## src/rtl/fpu_pkg.sv

```systemverilog
// rtl/fpu_pkg.sv - shared opcodes, error word and scheduler state type for the fpu scheduler
package fpu_pkg;

    localparam logic [3:0]  FPU_OP_ADD     = 4'b0000;
    localparam logic [3:0]  FPU_OP_MUL     = 4'b0010;
    localparam logic [3:0]  FPU_OP_DIV     = 4'b0011;

    // Result word presented to a requester when the fpu hangs and is aborted
    localparam logic [31:0] FPU_ERR_RESULT = 32'hFFFF_FFFF;

    typedef enum logic [2:0] {
        IDLE,
        CLEAR,
        ISSUE,
        WAIT,
        DRAIN,
        RESPOND
    } sched_state_t;

endpackage

```

## src/rtl/fpu_sched_rr_pick.sv

```systemverilog
// rtl/fpu_sched_rr_pick.sv - combinational round-robin picker
// Ports:
//   i_req          request vector, one bit per requester
//   i_ptr          highest-priority requester index for this pick
//   o_grant        index of the first set request at or above i_ptr, wrapping
//   o_grant_valid  at least one request is set
module rr_pick
    import fpu_pkg::*;
#(
    parameter  int NUM_REQ = 4,
    localparam int IDW     = $clog2(NUM_REQ)
) (
    input  logic [NUM_REQ-1:0] i_req,
    input  logic [IDW-1:0]     i_ptr,
    output logic [IDW-1:0]     o_grant,
    output logic               o_grant_valid
);

    int w_k;

    // Walk NUM_REQ positions starting at the pointer; the first hit wins.
    always_comb begin
        o_grant       = '0;
        o_grant_valid = 1'b0;
        w_k           = 0;
        for (int i = 0; i < NUM_REQ; i++) begin
            w_k = int'(i_ptr) + i;
            if (w_k >= NUM_REQ) begin
                w_k = w_k - NUM_REQ;
            end
            if (!o_grant_valid && i_req[IDW'(w_k)]) begin
                o_grant_valid = 1'b1;
                o_grant       = IDW'(w_k);
            end
        end
    end

endmodule

```

## src/rtl/fpu_sched.sv

```systemverilog
// rtl/fpu_sched.sv - round-robin scheduler sharing one fpu between NUM_REQ requesters
// Ports:
//   clock, reset                 system clock, synchronous active-high reset
//   req_valid/op/a/b, req_ack    per-requester request inputs and latch pulse
//   resp_valid/result/err/ready  response to the owning requester (shared result/err)
//   fpu_*                        operand, clear and handshake signals toward the fpu
module fpu_sched
    import fpu_pkg::*;
#(
    parameter  int NUM_REQ = 4,
    parameter  int TIMEOUT = 64,
    localparam int IDW     = $clog2(NUM_REQ)
) (
    input  logic                    clock,
    input  logic                    reset,
    input  logic [NUM_REQ-1:0]      req_valid,
    input  logic [4*NUM_REQ-1:0]    req_op,
    input  logic [32*NUM_REQ-1:0]   req_a,
    input  logic [32*NUM_REQ-1:0]   req_b,
    output logic [NUM_REQ-1:0]      req_ack,
    output logic [NUM_REQ-1:0]      resp_valid,
    output logic [31:0]             resp_result,
    output logic                    resp_err,
    input  logic [NUM_REQ-1:0]      resp_ready,
    output logic [3:0]              fpu_operation,
    output logic [31:0]             fpu_data_a,
    output logic [31:0]             fpu_data_b,
    output logic                    fpu_clear,
    output logic                    fpu_input_rdy,
    input  logic                    fpu_input_ack,
    input  logic                    fpu_output_rdy,
    output logic                    fpu_output_ack,
    input  logic [31:0]             fpu_result
);

    localparam int WDW = $clog2(TIMEOUT + 1);

    sched_state_t        r_state,       w_state_nxt;
    logic [IDW-1:0]      r_ptr,         w_ptr_nxt;
    logic [IDW-1:0]      r_owner,       w_owner_nxt;
    logic [NUM_REQ-1:0]  r_req_ack,     w_req_ack_nxt;
    logic [NUM_REQ-1:0]  r_resp_valid,  w_resp_valid_nxt;
    logic [31:0]         r_resp_result, w_resp_result_nxt;
    logic                r_resp_err,    w_resp_err_nxt;
    logic [3:0]          r_op,          w_op_nxt;
    logic [31:0]         r_a,           w_a_nxt;
    logic [31:0]         r_b,           w_b_nxt;
    logic                r_clear,       w_clear_nxt;
    logic                r_irdy,        w_irdy_nxt;
    logic                r_oack,        w_oack_nxt;
    logic [WDW-1:0]      r_wd,          w_wd_nxt;

    logic [IDW-1:0]      w_grant;
    logic                w_grant_valid;
    logic                w_timeout;
    logic                w_abort;

    rr_pick #(.NUM_REQ(NUM_REQ)) u_pick (
        .i_req         (req_valid),
        .i_ptr         (r_ptr),
        .o_grant       (w_grant),
        .o_grant_valid (w_grant_valid)
    );

    // The watchdog value seen here is the count of ISSUE/WAIT cycles already
    // spent, so aborting on TIMEOUT-1 lands the error response exactly
    // TIMEOUT cycles after input_rdy first went high.
    assign w_timeout = (r_wd >= WDW'(TIMEOUT - 1));

    always_comb begin
        w_state_nxt       = r_state;
        w_ptr_nxt         = r_ptr;
        w_owner_nxt       = r_owner;
        w_req_ack_nxt     = '0;
        w_resp_valid_nxt  = r_resp_valid;
        w_resp_result_nxt = r_resp_result;
        w_resp_err_nxt    = r_resp_err;
        w_op_nxt          = r_op;
        w_a_nxt           = r_a;
        w_b_nxt           = r_b;
        w_clear_nxt       = 1'b0;
        w_irdy_nxt        = r_irdy;
        w_oack_nxt        = r_oack;
        w_wd_nxt          = r_wd;
        w_abort           = 1'b0;

        case (r_state)
            IDLE: begin
                if (w_grant_valid) begin
                    w_owner_nxt            = w_grant;
                    w_op_nxt               = req_op[{w_grant, 2'b00} +: 4];
                    w_a_nxt                = req_a[{w_grant, 5'b00000} +: 32];
                    w_b_nxt                = req_b[{w_grant, 5'b00000} +: 32];
                    w_req_ack_nxt[w_grant] = 1'b1;
                    w_clear_nxt            = 1'b1;
                    w_state_nxt            = CLEAR;
                end
            end
            CLEAR: begin
                w_irdy_nxt  = 1'b1;
                w_wd_nxt    = '0;
                w_state_nxt = ISSUE;
            end
            ISSUE: begin
                w_wd_nxt = r_wd + WDW'(1);
                if (fpu_input_ack) begin
                    w_irdy_nxt  = 1'b0;
                    w_state_nxt = WAIT;
                end else if (w_timeout) begin
                    w_abort = 1'b1;
                end
            end
            WAIT: begin
                w_wd_nxt = r_wd + WDW'(1);
                if (fpu_output_rdy) begin
                    w_resp_result_nxt = fpu_result;
                    w_oack_nxt        = 1'b1;
                    w_state_nxt       = DRAIN;
                end else if (w_timeout) begin
                    w_abort = 1'b1;
                end
            end
            DRAIN: begin
                if (!fpu_output_rdy) begin
                    w_oack_nxt       = 1'b0;
                    w_resp_valid_nxt = NUM_REQ'(1) << r_owner;
                    w_resp_err_nxt   = 1'b0;
                    w_state_nxt      = RESPOND;
                end
            end
            RESPOND: begin
                if (resp_ready[r_owner]) begin
                    w_resp_valid_nxt = '0;
                    w_resp_err_nxt   = 1'b0;
                    w_ptr_nxt        = (r_owner == IDW'(NUM_REQ - 1)) ? '0 : r_owner + IDW'(1);
                    w_state_nxt      = IDLE;
                end
            end
            default: begin
                w_state_nxt = IDLE;
            end
        endcase

        // Hung fpu: clear it and hand the owner an error response.
        if (w_abort) begin
            w_irdy_nxt        = 1'b0;
            w_oack_nxt        = 1'b0;
            w_clear_nxt       = 1'b1;
            w_resp_err_nxt    = 1'b1;
            w_resp_result_nxt = FPU_ERR_RESULT;
            w_resp_valid_nxt  = NUM_REQ'(1) << r_owner;
            w_state_nxt       = RESPOND;
        end
    end

    always_ff @(posedge clock) begin
        if (reset) begin
            r_state       <= IDLE;
            r_ptr         <= '0;
            r_owner       <= '0;
            r_req_ack     <= '0;
            r_resp_valid  <= '0;
            r_resp_result <= '0;
            r_resp_err    <= 1'b0;
            r_op          <= '0;
            r_a           <= '0;
            r_b           <= '0;
            r_clear       <= 1'b1;
            r_irdy        <= 1'b0;
            r_oack        <= 1'b0;
            r_wd          <= '0;
        end else begin
            r_state       <= w_state_nxt;
            r_ptr         <= w_ptr_nxt;
            r_owner       <= w_owner_nxt;
            r_req_ack     <= w_req_ack_nxt;
            r_resp_valid  <= w_resp_valid_nxt;
            r_resp_result <= w_resp_result_nxt;
            r_resp_err    <= w_resp_err_nxt;
            r_op          <= w_op_nxt;
            r_a           <= w_a_nxt;
            r_b           <= w_b_nxt;
            r_clear       <= w_clear_nxt;
            r_irdy        <= w_irdy_nxt;
            r_oack        <= w_oack_nxt;
            r_wd          <= w_wd_nxt;
        end
    end

    assign req_ack        = r_req_ack;
    assign resp_valid     = r_resp_valid;
    assign resp_result    = r_resp_result;
    assign resp_err       = r_resp_err;
    assign fpu_operation  = r_op;
    assign fpu_data_a     = r_a;
    assign fpu_data_b     = r_b;
    assign fpu_clear      = r_clear;
    assign fpu_input_rdy  = r_irdy;
    assign fpu_output_ack = r_oack;

endmodule

```

## config.mk

```make
export PLATFORM = sky130hd
export DESIGN_NAME = fpu_sched
export DESIGN_NICKNAME = d
export VERILOG_FILES = /design/src/rtl/fpu_pkg.sv /design/src/rtl/fpu_sched_rr_pick.sv /design/src/rtl/fpu_sched.sv
export SDC_FILE = /design/constraint.sdc
export NUM_CORES = 1
export LEC_CHECK = 0
export ABC_CLOCK_PERIOD_IN_PS = 2600
export BUFFER_PORTS_ARGS = -buffer_cell sky130_fd_sc_hd__clkbuf_2
export CORE_AREA = 2 2 169 171
export DETAILED_ROUTE_END_ITERATION = 6
export DIE_AREA = 0 0 171 173
export PLACE_DENSITY = 0.65
export SLEW_MARGIN = 15
export SYNTH_ARGS = -nofsm -noshare
export SYNTH_HDL_FRONTEND = slang
export SYNTH_SLANG_ARGS = --single-unit
```

## constraint.sdc

```tcl
create_clock -name clock -period 2.6 [get_ports clock]
set_input_delay 0.13 -clock clock [delete_from_list [all_inputs] [get_ports clock]]
set_output_delay 0.13 -clock clock [all_outputs]
set_load 0.03 [all_outputs]
```

**After elaboration in Yosys (flattened, before gate mapping)**

Cells that the tools add are included.

- Register bits after elaboration: 126
- Input bits: 316
- Output and inout port bits: 112
- Logic and storage cells: 141

- Reduce and logical (&&, ||, !) cells: 25
- Equal/unequal tests: 16
- Shift-type cells: 4
- Multiplexer cells: 58
- $lt $le $gt $ge: 12
- $add $sub $neg: 9
- Bitwise operators: 2

Operators with widths:

| cell | count |
|---|---|
| $shiftx A128 B8 Y32 | 2 |
| $mux W32 | 3 |
| $mux W1 | 24 |
| $mux W2 | 9 |
| $mux W3 | 6 |
| $pmux W3 S6 | 1 |
| $lt A2 B4 Y1 const B | 4 |
| $shiftx A16 B5 Y4 | 1 |
| $pmux W7 S2 | 1 |
| $mux W4 | 3 |
| $ne A3 B3 Y1 const B | 4 |
| $bmux W1 S2 | 5 |
| $reduce_and A5 Y1 | 2 |
| $reduce_bool A2 Y1 | 5 |
| $ge A3 B3 Y1 const B | 3 |
| $ne A2 B2 Y1 const B | 4 |
| $pmux W1 S2 | 4 |
| $pmux W4 S2 | 1 |
| $reduce_and A2 Y1 | 4 |
| $sub A2 B1 Y2 const B | 4 |
| $add A7 B1 Y7 const B | 1 |
| $ge A7 B6 Y1 const B | 1 |
| $add A2 B2 Y3 const B | 2 |
| $eq A3 B2 Y1 const B | 2 |
| other kinds (20) | 30 |

**Depth between registers and ports, before layout**

Gate-level depths: netlist of run 1.

- Word-level depth: 19
- Depth in mapped cells: 7
- Gate-level depth less buffers: 6

**Modules after synthesis**

Synthesis of run 1 repeated with hierarchy kept, for this count alone.

- Cell total of the unflattened synthesis: 671
- Area, all modules: 6394.9 um2

Modules (own cells, without submodules):

| module | area each (um2) | cells an instance | instances | seq. area each (um2) |
|---|---|---|---|---|
| fpu_sched | 6317.3 | 656 | 1 | 2522.4 |
| rr_pick | 77.6 | 15 | 1 | 0.0 |

**Worst setup path after synthesis of run 1**

OpenSTA, ideal clock, no wires.

- Kind: reg2reg
- Start point: register r_ptr[1]
- End point: register r_a[0], in the netlist fpu_data_a[0]
- Setup slack: 0.844 ns
- Library setup time: 0.147 ns
- Required time: 2.453 ns
- Buffers on the path: 2
- Data arrival time: 1.609 ns
- Cell stages (with the launch flop): 8
- Period minus slack after synthesis: 1.756 ns
- Cells stage by stage: dfxtp_1 -> mux2i_1 -> nor2_2 -> or3_1 -> buf_2 -> buf_6 -> a211oi_2 -> a211oi_2

- Cells in the longest elaborated chain, start to end: 16
- Elaborated cells between the ends (all ways): 43
- Classes of those cells: add/sub: 7; order compare: 4; shift: 1; mux: 24; reduce/logical: 7

Ends and longest elaborated chain:

| element | line | source |
|---|---|---|
| from (decl) | fpu_sched.sv:39 | `logic [IDW-1:0] r_ptr, w_ptr_nxt;` |
| from (signal assigned) | fpu_sched.sv:174 | `r_ptr <= w_ptr_nxt;` |
| parallel branches: the longest is 16 deep, another holds $add A2 B1 Y3 | - |  |
| to (signal assigned) | fpu_sched.sv:181 | `r_a <= w_a_nxt;` |
| to (decl) | fpu_sched.sv:46 | `logic [31:0] r_a, w_a_nxt;` |

Parallel ways; which one is timed is not known. The select of a mux whose other input is x is not followed.
A chain may end at the register's enable or synchronous reset.

**Worst setup path after layout of run 1**

- Start point: register r_ptr[1]
- End point: register r_b[17], in the netlist fpu_data_b[17]

- Cells in the longest elaborated chain, start to end: 16
- Elaborated cells between the ends (all ways): 43
- Classes of those cells: add/sub: 7; order compare: 4; shift: 1; mux: 24; reduce/logical: 7

Ends and longest elaborated chain:

| element | line | source |
|---|---|---|
| parallel branches: the longest is 16 deep, another holds $add A2 B1 Y3 | - |  |
| to (signal assigned) | fpu_sched.sv:182 | `r_b <= w_b_nxt;` |
| to (decl) | fpu_sched.sv:47 | `logic [31:0] r_b, w_b_nxt;` |

Parallel ways; which one is timed is not known. The select of a mux whose other input is x is not followed.

==> results of run 1 <==
-- layer usage --
metal | part of all wire | up-vias | wire length, microns
li1 | - | 3804 | -
met1 | 0.41 | 3753 | 12270
met2 | 0.50 | 339 | 14910
met3 | 0.078 | 37 | 2341
met4 | 0.017 | 0 | 511
met5 | 0 | - | 0
-- registers in the layout, indices dropped and copies added (netlist names) --
signal	cells
resp_result	32
r_wd	7
resp_valid	4
fpu_clear	1
fpu_output_ack	1
req_ack	4
fpu_data_a	32
resp_err	1
fpu_input_rdy	1
fpu_operation	4
r_owner	2
r_ptr	2
fpu_data_b	32
r_state	3
-- Yosys cell counts (2+ instances only) --
cell type / count / share of area
a211oi_2: 136 / 0.22
a21oi_1: 10 / 0.0065
a22oi_1: 2 / 0.0019
a2bb2oi_1: 2 / 0.0023
a31oi_1: 35 / 0.028
buf_1: 4 / 0.0019
buf_2: 14 / 0.0091
buf_4: 4 / 0.0039
buf_6: 15 / 0.022
clkbuf_1: 48 / 0.023
dfxtp_1: 126 / 0.33
ha_1: 5 / 0.0081
inv_1: 7 / 0.0034
mux2i_1: 76 / 0.099
nand2_1: 81 / 0.039
nand2b_1: 8 / 0.0065
nand3_1: 3 / 0.0019
nand4_1: 3 / 0.0024
nor2_1: 16 / 0.0078
nor2_2: 2 / 0.0016
nor2b_1: 4 / 0.0032
nor3_1: 6 / 0.0039
nor4_1: 5 / 0.0041
nor4b_1: 68 / 0.077
o21ai_0: 4 / 0.0026
o21bai_1: 69 / 0.067
or3_1: 4 / 0.0032
-- per-stage QoR --
| step | util | std cells | hold slack (ps) | cell area (sq um) |
|---|---|---|---|---|
| after floorplan | - | 773 | 291.8 | 7707 |
| after global placement | 0.3684 | 1515 | 379.9 | 10180 |
| after detailed placement | 0.3684 | 1515 | 386.6 | 10180 |
| after CTS | 0.4002 | 1578 | 5.065 | 11060 |
| after global routing | 0.4006 | 1582 | 32.40 | 11070 |
| final | 0.4006 | 1583 | 31.13 | 11070 |
-- logic make-up after synthesis --
family,Yosys count
fa+ha+maj,5
simple gates,205
compound gates,267
flops,126
mux,78
buf+inv,92
-- final cells by class --
cell class | count | area [sq um] | share of cell area
Multi-Input combinational cell | 555 | 4741 | 0.4283
Timing Repair Buffer | 480 | 2728 | 0.2464
Sequential cell | 126 | 2522 | 0.2279
Tap cell | 378 | 473.0 | 0.04273
Clock buffer | 17 | 425.4 | 0.03843
Clock inverter | 15 | 141.4 | 0.01277
Inverter | 7 | 26.28 | 0.002374
Antenna cell | 5 | 12.51 | 0.001130
-- path summary, 6_finish.rpt --
path / depth (start not counted) / slack, ps / to / start
max reg2reg: 6 / 180 / fpu_data_b[17] / r_ptr[1]
min: 3 / 30 / resp_result[6] / fpu_result[6]
max: 6 / 180 / fpu_data_b[17] / r_ptr[1]
min reg2reg: 2 / 460 / resp_err / resp_err
-- where the power goes --
part / total [W] / switching (W) / leakage [nW] / internal, W
clock: 0.00241 / 0.00114 / 0.275 / 0.00127
sequential: 0.00228 / 0.000135 / 1.03 / 0.00214
combinational: 0.00213 / 0.00132 / 3.35 / 0.000817
total: 0.00682 / 0.00259 / 4.66 / 0.00423
-- worst max-delay path: cells and delay by family (launching register included) --
kind	cells	cell delay, ps
AND/OR/NAND/NOR	2	750
buffers and inverters	1	560
flip-flops	1	400
AO/OA/AOI/OAI	2	380
multiplexers	1	140
-- what timing repair did --
action / 4_1_cts / 5_1_grt
endpoints found under the hold margin: 31 / 0
hold buffers: 31 / 0
gates resized for setup: 0 / 0
==> flow_metrics.tcl, run 1 <==
set metrics [dict create \
    required_ps 2940 \
    synth.area.mux_share 0.1031 \
    synth-adder-area-share 0.008117 \
    cpMaxStageDelayCell "buf_4" \
    p_total_w 0.006822 \
    die_x_microns 171 \
    gp_routability_congestion 0.8075 \
    initial_core_util 0.2790 \
    cts.sinks 126 \
    hold_path.class "input port to register" \
    post_cts_buffers 0 \
    rsz0062_at_grt "no" \
    timing.setup.tns_ps 0 \
    drive_gt1_frac 0.5258 \
    cts_tree "yes" \
    synth_top_family_by_area "compound AO/OA/AOI/OAI gates" \
    dpl.hpwl_mm 21.27 \
    cts.clk_slew.worst_paths_ps 70 \
    final_cell_mix "clkbuf_2 (426), a211oi_2 (136), dfxtp_1 (126)" \
    grt_max_degree 71 \
    vias_per_cell 5.011 \
    worstPathMaxFanout 43 \
    path_cells "mux2i_1 -> nor2_4 -> or3_4 -> buf_4 -> a211oi_2 -> a211oi_2" \
    core_sq_um 27630 \
    syn_nets 1094 \
    insertion_delay_ps 420 \
    drtIter0Drc 384 \
    setup.worst_path.end_class "register" \
    yosysWarnings 0 \
    start_kind "register" \
    hold_violations 0 \
    max_freq_ghz 0.4134 \
    use_met3 0.05676 \
    cap_violations 0 \
    fillCellCount 2762 \
    postSynthCellCount 773 \
    final_common_cell "clkbuf_2" \
    setup_viol 0 \
    antenna_found_initial 4 \
    final_antenna_net_count 0 \
    setup_slack_ps 181.1 \
    wire_per_inst_microns 18.97 \
    ys_ff_latch 126 \
    grt_pass1_wl_mm 46.00 \
    worstSetupPathType "register to register" \
    post-route-period-util 0.9303 \
    power_leakage_nw 4.664 \
    tightest_slew_ps 787.9 \
    yosysSeqAreaShare 0.3273 \
    drt-total-wl_mm 30.03 \
    grt-busiest-layer "met2" \
    crit_path_frequent_cell "a211oi_2" \
    drtPass1Iterations 5 \
    finalMaxSlewViolations 0 \
    p_per_area_nw_per_um2 616.3 \
    synth-async-reset-ratio 0 \
    netlist_area_sq_um 7707 \
    grt_overflow 0 \
    skew_ps 13.40 \
    outcome "complete, no violations" \
    drc 0 \
    ys_types 43 \
    use_met1 0.2371 \
    cp.arrival_ps 2760 \
    track_usage 0.1976 \
    grt_pass1_vias 8197 \
    slew_headroom 0.4747 \
    htree_num_levels 4 \
    synthSimpleGateAreaFrac 0.1571 \
    fin_crit_ps 2419 \
    rows 61 \
    synth-main-ff-cell "dfxtp_1" \
    port_buffers 427 \
    grtUsageMet2 0.3384 \
    synth.avg_cell_area_sq_um 9.971 \
    synth_compound_area_frac 0.3407 \
    ios 428 \
    clockBufferDepth 2 \
    crit_path_max_incr_delay_ps 560 \
    ir_drop_mv 0.3098 \
    synth_xor_area_frac 0 \
    area_growth_pct 43.62 \
    die_y_microns 173 \
    cts_made_buffers 17 \
    root_buffer "clkbuf_16" \
    vias 7933 \
    place_ws_ps 189.4 \
    synth-edff-count 0 \
    die-area_sq_um 29580 \
    nets 1508 \
]
Power figures use the tool's default switching activity.
==> run 2, diff against run 1 <==
--- a/config.mk
+++ b/config.mk
@@ -5,12 +5,13 @@
 export SDC_FILE = /design/constraint.sdc
 export NUM_CORES = 1
 export LEC_CHECK = 0
+export ABC_AREA = 1
 export ABC_CLOCK_PERIOD_IN_PS = 2600
 export BUFFER_PORTS_ARGS = -buffer_cell sky130_fd_sc_hd__clkbuf_2
-export CORE_AREA = 2 2 169 171
+export CORE_MARGIN = 2
+export CORE_UTILIZATION = 30
 export DETAILED_ROUTE_END_ITERATION = 6
-export DIE_AREA = 0 0 171 173
-export PLACE_DENSITY = 0.65
+export PLACE_DENSITY = 0.68
 export SLEW_MARGIN = 15
 export SYNTH_ARGS = -nofsm -noshare
 export SYNTH_HDL_FRONTEND = slang
==> flow_metrics.tcl, run 2 <==
set metrics [dict create \
    ir_drop_mv 0.4246 \
    setup_viol 0 \
    intPower_w 0.006073 \
    start_kind "register" \
    cts_tree "yes" \
    gp_routability_congestion 1.012 \
    antenna_found_initial 0 \
    skew_ps 13.30 \
    outcome "complete, no violations" \
    slew_headroom 0.5404 \
    worstSetupPathType "register to register" \
    vias_per_cell 4.792 \
    max_freq_ghz 0.4154 \
    postSynthCellCount 1392 \
    cts.sinks 126 \
    synth.avg_cell_area_sq_um 5.923 \
    post_cts_buffers 0 \
    synth_top_area_cell "dfxtp_1" \
    r2r_end "fpu_data_a[12]" \
    multi_input_area_sq_um 4818 \
    wire_per_inst_microns 15.65 \
    p_sw_frac 0.4900 \
    nets 2128 \
    ios 428 \
    p_per_area_nw_per_um2 1025 \
    synth-main-ff-cell "dfxtp_1" \
    insertion_delay_ps 420 \
    grt_pass1_vias 9551 \
    pwr-share-seq 0.231 \
    fillCellCount 2842 \
    initial_core_util 0.3059 \
    use_met1 0.2876 \
    final_common_cell "nand2_1" \
    placed_cell_area_sq_um 10710 \
    min_from "fpu_output_rdy" \
    required_ps 2960 \
    area_growth_pct 40.82 \
    cp.arrival_ps 2760 \
    netlist_area_sq_um 8245 \
    synth_area_leaders "dfxtp_1 (31%), nand2_1 (27%), nand3_1 (11%), nor2_1 (6.7%), nand3_2 (5.1%)" \
    final_antenna_net_count 0 \
    grt_pass1_wl_mm 51.05 \
    r2r_cells 15 \
    drive_gt1_frac 0.3049 \
    grtUsageMet2 0.3853 \
    final_util 0.4308 \
    port_buffers 427 \
    track_usage 0.2273 \
    ys_ff_latch 126 \
    hold_violations 0 \
    dpl.hpwl_mm 25.28 \
    synth-edff-count 0 \
    cts.clk_slew.worst_paths_ps 60 \
    die_x_microns 169.8 \
    ys_types 29 \
    root_buffer "clkbuf_16" \
    drtIter0Drc 525 \
    drc 0 \
    timing.setup.tns_ps 0 \
    rows 60 \
    cts_made_buffers 17 \
    yosysSeqAreaShare 0.3059 \
    tightest_slew_ps 689.4 \
    grt_max_degree 112 \
    drt-total-wl_mm 33.82 \
    cap_violations 0 \
    diodes 0 \
    finalMaxSlewViolations 0 \
    hold_path_depth 3 \
    rsz0062_at_grt "no" \
    yosysTopAreaCellShare 0.3059 \
    min_to "fpu_output_ack" \
    setup.worst_path.end_class "register" \
    grt_overflow 0 \
    vias 10360 \
    clockBufferDepth 2 \
    synth_common_cells "nand2_1 (589), nand3_1 (182), nor2_1 (148), dfxtp_1 (126), inv_1 (91)" \
    ff2ff_setup_slack_ps 190 \
    die-area_sq_um 28830 \
    fin_crit_ps 2407 \
    core_sq_um 26950 \
    ff_latch_area_sq_um 2522 \
    reg2reg_from "r_ptr[0]" \
    pwr-share-clk 0.202 \
    yosysWarnings 0 \
    p_comb_frac 0.567 \
    final_cell_mix "nand2_1 (587), clkbuf_2 (426), nand3_1 (182)" \
    post-route-period-util 0.9259 \
    final_area_sq_um 11610 \
    syn_nets 1713 \
    die_y_microns 169.8 \
    htree_num_levels 4 \
    drtPass1Iterations 5 \
    p_switching_w 0.005834 \
    use_met3 0.05597 \
    grt-busiest-layer "met2" \
    yosysMostFrequentCell "nand2_1" \
    worstPathMaxFanout 25 \
    synth-async-reset-ratio 0 \
    power_leakage_nw 6.611 \
    hold_path.class "input port to register" \
]
==> run 2: cell count changes after synthesis, sizes merged, moves of 8 or more <==
| cell | before | now |
|---|---|---|
| nor4b | 68 | 0 |
| a211oi | 136 | 0 |
| a31oi | 35 | 24 |
| nand3 | 3 | 225 |
| inv | 7 | 95 |
| a21oi | 11 | 44 |
| buf | 37 | 70 |
| clkbuf | 48 | 26 |
| nand2 | 81 | 598 |
| nand2b | 8 | 0 |
| o21bai | 69 | 0 |
| mux2i | 76 | 0 |
| nor2 | 19 | 150 |
==> run 2: cell families after synthesis <==
logic type,count (synthesis),share of synthesized area
AO/OA/AOI/OAI,85,0.05721
adder cells (fa/ha/maj),5,0.007587
buffers and inverters,193,0.1135
flip-flops,126,0.3059
AND/OR/NAND/NOR,983,0.5158
==> run 2: worst max path at each step <==
stage	startpoint	end	slack [ps]
after CTS	r_ptr[0]	fpu_data_a[2]	170
after global placement	r_ptr[0]	fpu_data_a[2]	260
after floorplan	r_ptr[0]	fpu_data_a[0]	810
after global routing	r_ptr[0]	fpu_data_a[8]	20
after detailed placement	r_ptr[0]	fpu_data_a[2]	180
final	r_ptr[0]	fpu_data_a[12]	190
==> run 2: final cells by class <==
| class | instances | area share |
|---|---|---|
| sequential | 126 | 0.2172 |
| tap | 341 | 0.03675 |
| clock inverter | 15 | 0.01282 |
| inverter | 97 | 0.03157 |
| multi-input combinational | 1073 | 0.4150 |
| timing repair buffer | 492 | 0.2500 |
| clock buffer | 17 | 0.03664 |
==> run 2: worst max-delay path, stage by stage (launching register included) <==
cell and delay (ps):
dfxtp_1 480, inv_2 130, nand2_1 120, nand3_1 70, nand2_1 130, clkinv_1 160, nand3_4 150, nand2_8 60
nand2_4 190, buf_4 320, nand2_1 80, nand2_1 140, nand2_1 100, nand3_1 90, nand2_1 50, inv_1 40
==> run 2: stage by stage <==
step	power [W]	setup WS [ps]	hold WS (ps)	instances
2_1_floorplan	0.007440	811.9	300.1	1392
3_3_place_gp	0.009442	258.6	391.1	2097
3_5_place_dp	0.009501	183.6	396.4	2097
4_1_cts	0.01202	173.8	39.10	2161
5_1_grt	0.01288	24.44	54.50	2161
6_report	0.01191	192.5	57.55	2161
==> run 2: per-layer routing <==
layer | up-vias | share of wire
met3 | 37 | 0.080
met1 | 4695 | 0.43
met2 | 423 | 0.47
li1 | 5200 | -
met4 | 0 | 0.020
met5 | - | 0
==> run 2: what timing repair did <==
item	in CTS	in global routing
endpoints found under the hold margin	32	0
hold buffers	32	0
endpoints found under the setup margin	0	3
resized for setup	0	2
==> run 2: power groups by stage <==
| stage | registers, W | logic (W) | clock network [W] |
|---|---|---|---|
| after detailed placement | 0.00279 | 0.00671 | 0 |
| final | 0.00275 | 0.00675 | 0.00241 |
| after CTS | 0.00275 | 0.00678 | 0.00249 |
| after global routing | 0.00280 | 0.00751 | 0.00257 |
| after global placement | 0.00278 | 0.00667 | 0 |
| after floorplan | 0.00361 | 0.00383 | 0 |
==> run 3, diff against run 2 <==
--- a/config.mk
+++ b/config.mk
@@ -10,6 +10,7 @@
 export BUFFER_PORTS_ARGS = -buffer_cell sky130_fd_sc_hd__clkbuf_2
 export CORE_MARGIN = 2
 export CORE_UTILIZATION = 30
+export CTS_BUF_LIST = sky130_fd_sc_hd__clkbuf_2
 export DETAILED_ROUTE_END_ITERATION = 6
 export PLACE_DENSITY = 0.68
 export SLEW_MARGIN = 15
==> flow_metrics.tcl, run 3 (same netlist as run 2, synthesis figures left out) <==
set metrics [dict create \
    grt_overflow 0 \
    antenna_found_initial 2 \
    drive_gt1_frac 0.2636 \
    die_x_microns 169.8 \
    timing.setup.tns_ps 0 \
    required_ps 3210 \
    drtIter0Drc 790 \
    p_total_w 0.01142 \
    start_kind "register" \
    grt_max_degree 112 \
    rsz0062_at_grt "no" \
    path_cells "inv_2 -> nand2_2 -> nand2_4 -> nand2_1 -> nand2_1 -> a21oi_1 -> nand2_4 -> nand2_4 -> buf_4 -> nand2_1 -> nand2_1 -> nand2_1 -> nand3_1 -> nand2_1 -> inv_1" \
    drc 0 \
    core_sq_um 26950 \
    htree_num_levels 4 \
    tightest_slew_ps 713.9 \
    wire_per_inst_microns 16.67 \
    post-route-period-util 0.9072 \
    setup_viol 0 \
    p_comb_frac 0.642 \
    vias 12280 \
    p_switching_w 0.006004 \
    port_buffers 427 \
    crit_buf_inv 3 \
    fin_crit_ps 2359 \
    final_cell_mix "nand2_1 (586), clkbuf_2 (443), dlygate4sd3_1 (333)" \
    drt-total-wl_mm 41.11 \
    worstPathMaxFanout 25 \
    power_leakage_nw 7.685 \
    outcome "complete, no violations" \
    placed_cells 2097 \
    cap_violations 0 \
    cpMaxStageDelayCell "dfxtp_1" \
    final_antenna_net_count 0 \
    die_y_microns 169.8 \
    pwr-share-clk 0.117 \
    rows 60 \
    crit_path_max_incr_delay_ps 490 \
    track_usage 0.2757 \
    area_growth_pct 73.43 \
    finalMaxSlewViolations 0 \
    hold_path.class "input port to register" \
    gp_routability_congestion 1.012 \
    p_per_area_nw_per_um2 798.8 \
    die-area_sq_um 28830 \
    hold_ws_ps 165.9 \
    cts_tree "yes" \
    slew_headroom 0.5240 \
    ir_drop_mv 0.4807 \
    crit_path_frequent_cell "nand2_1" \
    cp.arrival_ps 2970 \
    dpl.hpwl_mm 25.28 \
    root_buffer "clkbuf_2" \
    setup.worst_path.end_class "register" \
    final_common_cell "nand2_1" \
    clockBufferDepth 2 \
    initial_core_util 0.3059 \
    pwr-share-seq 0.242 \
    ios 428 \
    skew_ps 65.70 \
    grt_pass1_wl_mm 62.47 \
    layout.cells.non_filler 2466 \
    hold_violations 0 \
    insertion_delay_ps 710 \
    drtPass1Iterations 6 \
    grt_pass1_vias 12140 \
    p_sw_frac 0.5256 \
    nets 2429 \
    worstSetupPathType "register to register" \
    intPower_w 0.005419 \
    max_freq_ghz 0.4239 \
    cts.clk_slew.worst_paths_ps 250 \
    cts_made_buffers 17 \
    cp_top_family "simple AND/OR/NAND/NOR gates" \
    cts.sinks 126 \
    vias_per_cell 4.978 \
]
-- run 3: cell count changes in the layout (fill, tap and decap cells not counted), sizes merged --
cell         change
dlygate4sd3    +301
diode            +4
-- run 3: routing by layer --
metal | vias up | GRT usage | part of all wire
li1 | 5802 | - | -
met1 | 5447 | 0.3218 | 0.39
met2 | 817 | 0.4534 | 0.46
met3 | 210 | 0.06856 | 0.089
met4 | 0 | 0.1724 | 0.062
met5 | - | 0 | 0
-- run 3: layout make-up --
cell class	instances	area (sq um)
inverter	97	366.6
multi-input combinational	1073	4821
sequential	126	2526
timing repair buffer	793	5916
antenna	4	10.01
fill	2419	12650
clock buffer	17	85.08
clock inverter	15	148.9
tap	341	426.7
-- run 3: path summary, 6_finish.rpt --
path                 startpoint  cells past startpoint        endpoint  slack [ps]
hold reg to reg        resp_err                      2        resp_err         480
setup reg to reg       r_ptr[1]                     15  fpu_data_a[12]         240
setup / recovery       r_ptr[1]                     15  fpu_data_a[12]         240
hold / removal    resp_ready[3]                      9   resp_valid[2]         170
-- run 3: tightest hold or removal path, stage by stage --
cell and delay [ps]:
clkbuf_2 80, nand2_1 60, nand3_1 90, nand2_1 70, nand2_1 60, o211ai_1 100, nand2_1 120, nand3_1 90
a21oi_1 60
-- run 3: per-stage QoR --
| step | instance area, sq um | utilization | setup slack [ps] |
|---|---|---|---|
| 2_1_floorplan | 8245 | - | 811.9 |
| 3_3_place_gp | 10710 | 0.3974 | 258.6 |
| 3_5_place_dp | 10710 | 0.3974 | 183.6 |
| 4_1_cts | 14280 | 0.5297 | 122.2 |
| 5_1_grt | 14300 | 0.5304 | 9.289 |
| 6_report | 14300 | 0.5306 | 241.2 |
-- run 3: power by group through the flow --
stage	clock, W	combinational (W)	sequential, W
finish	0.00133	0.00733	0.00276
global route	0.00147	0.00804	0.00281
CTS	0.00140	0.00716	0.00274
detailed placement	0	0.00671	0.00279
global placement	0	0.00667	0.00278
floorplan	0	0.00383	0.00361
-- run 3: what timing repair did --
action	in CTS	in global routing
hold buffers	333	0
endpoints found under the setup margin	0	12
buffers inserted	0	0
endpoints found under the hold margin	122	0
gates resized for setup	0	6
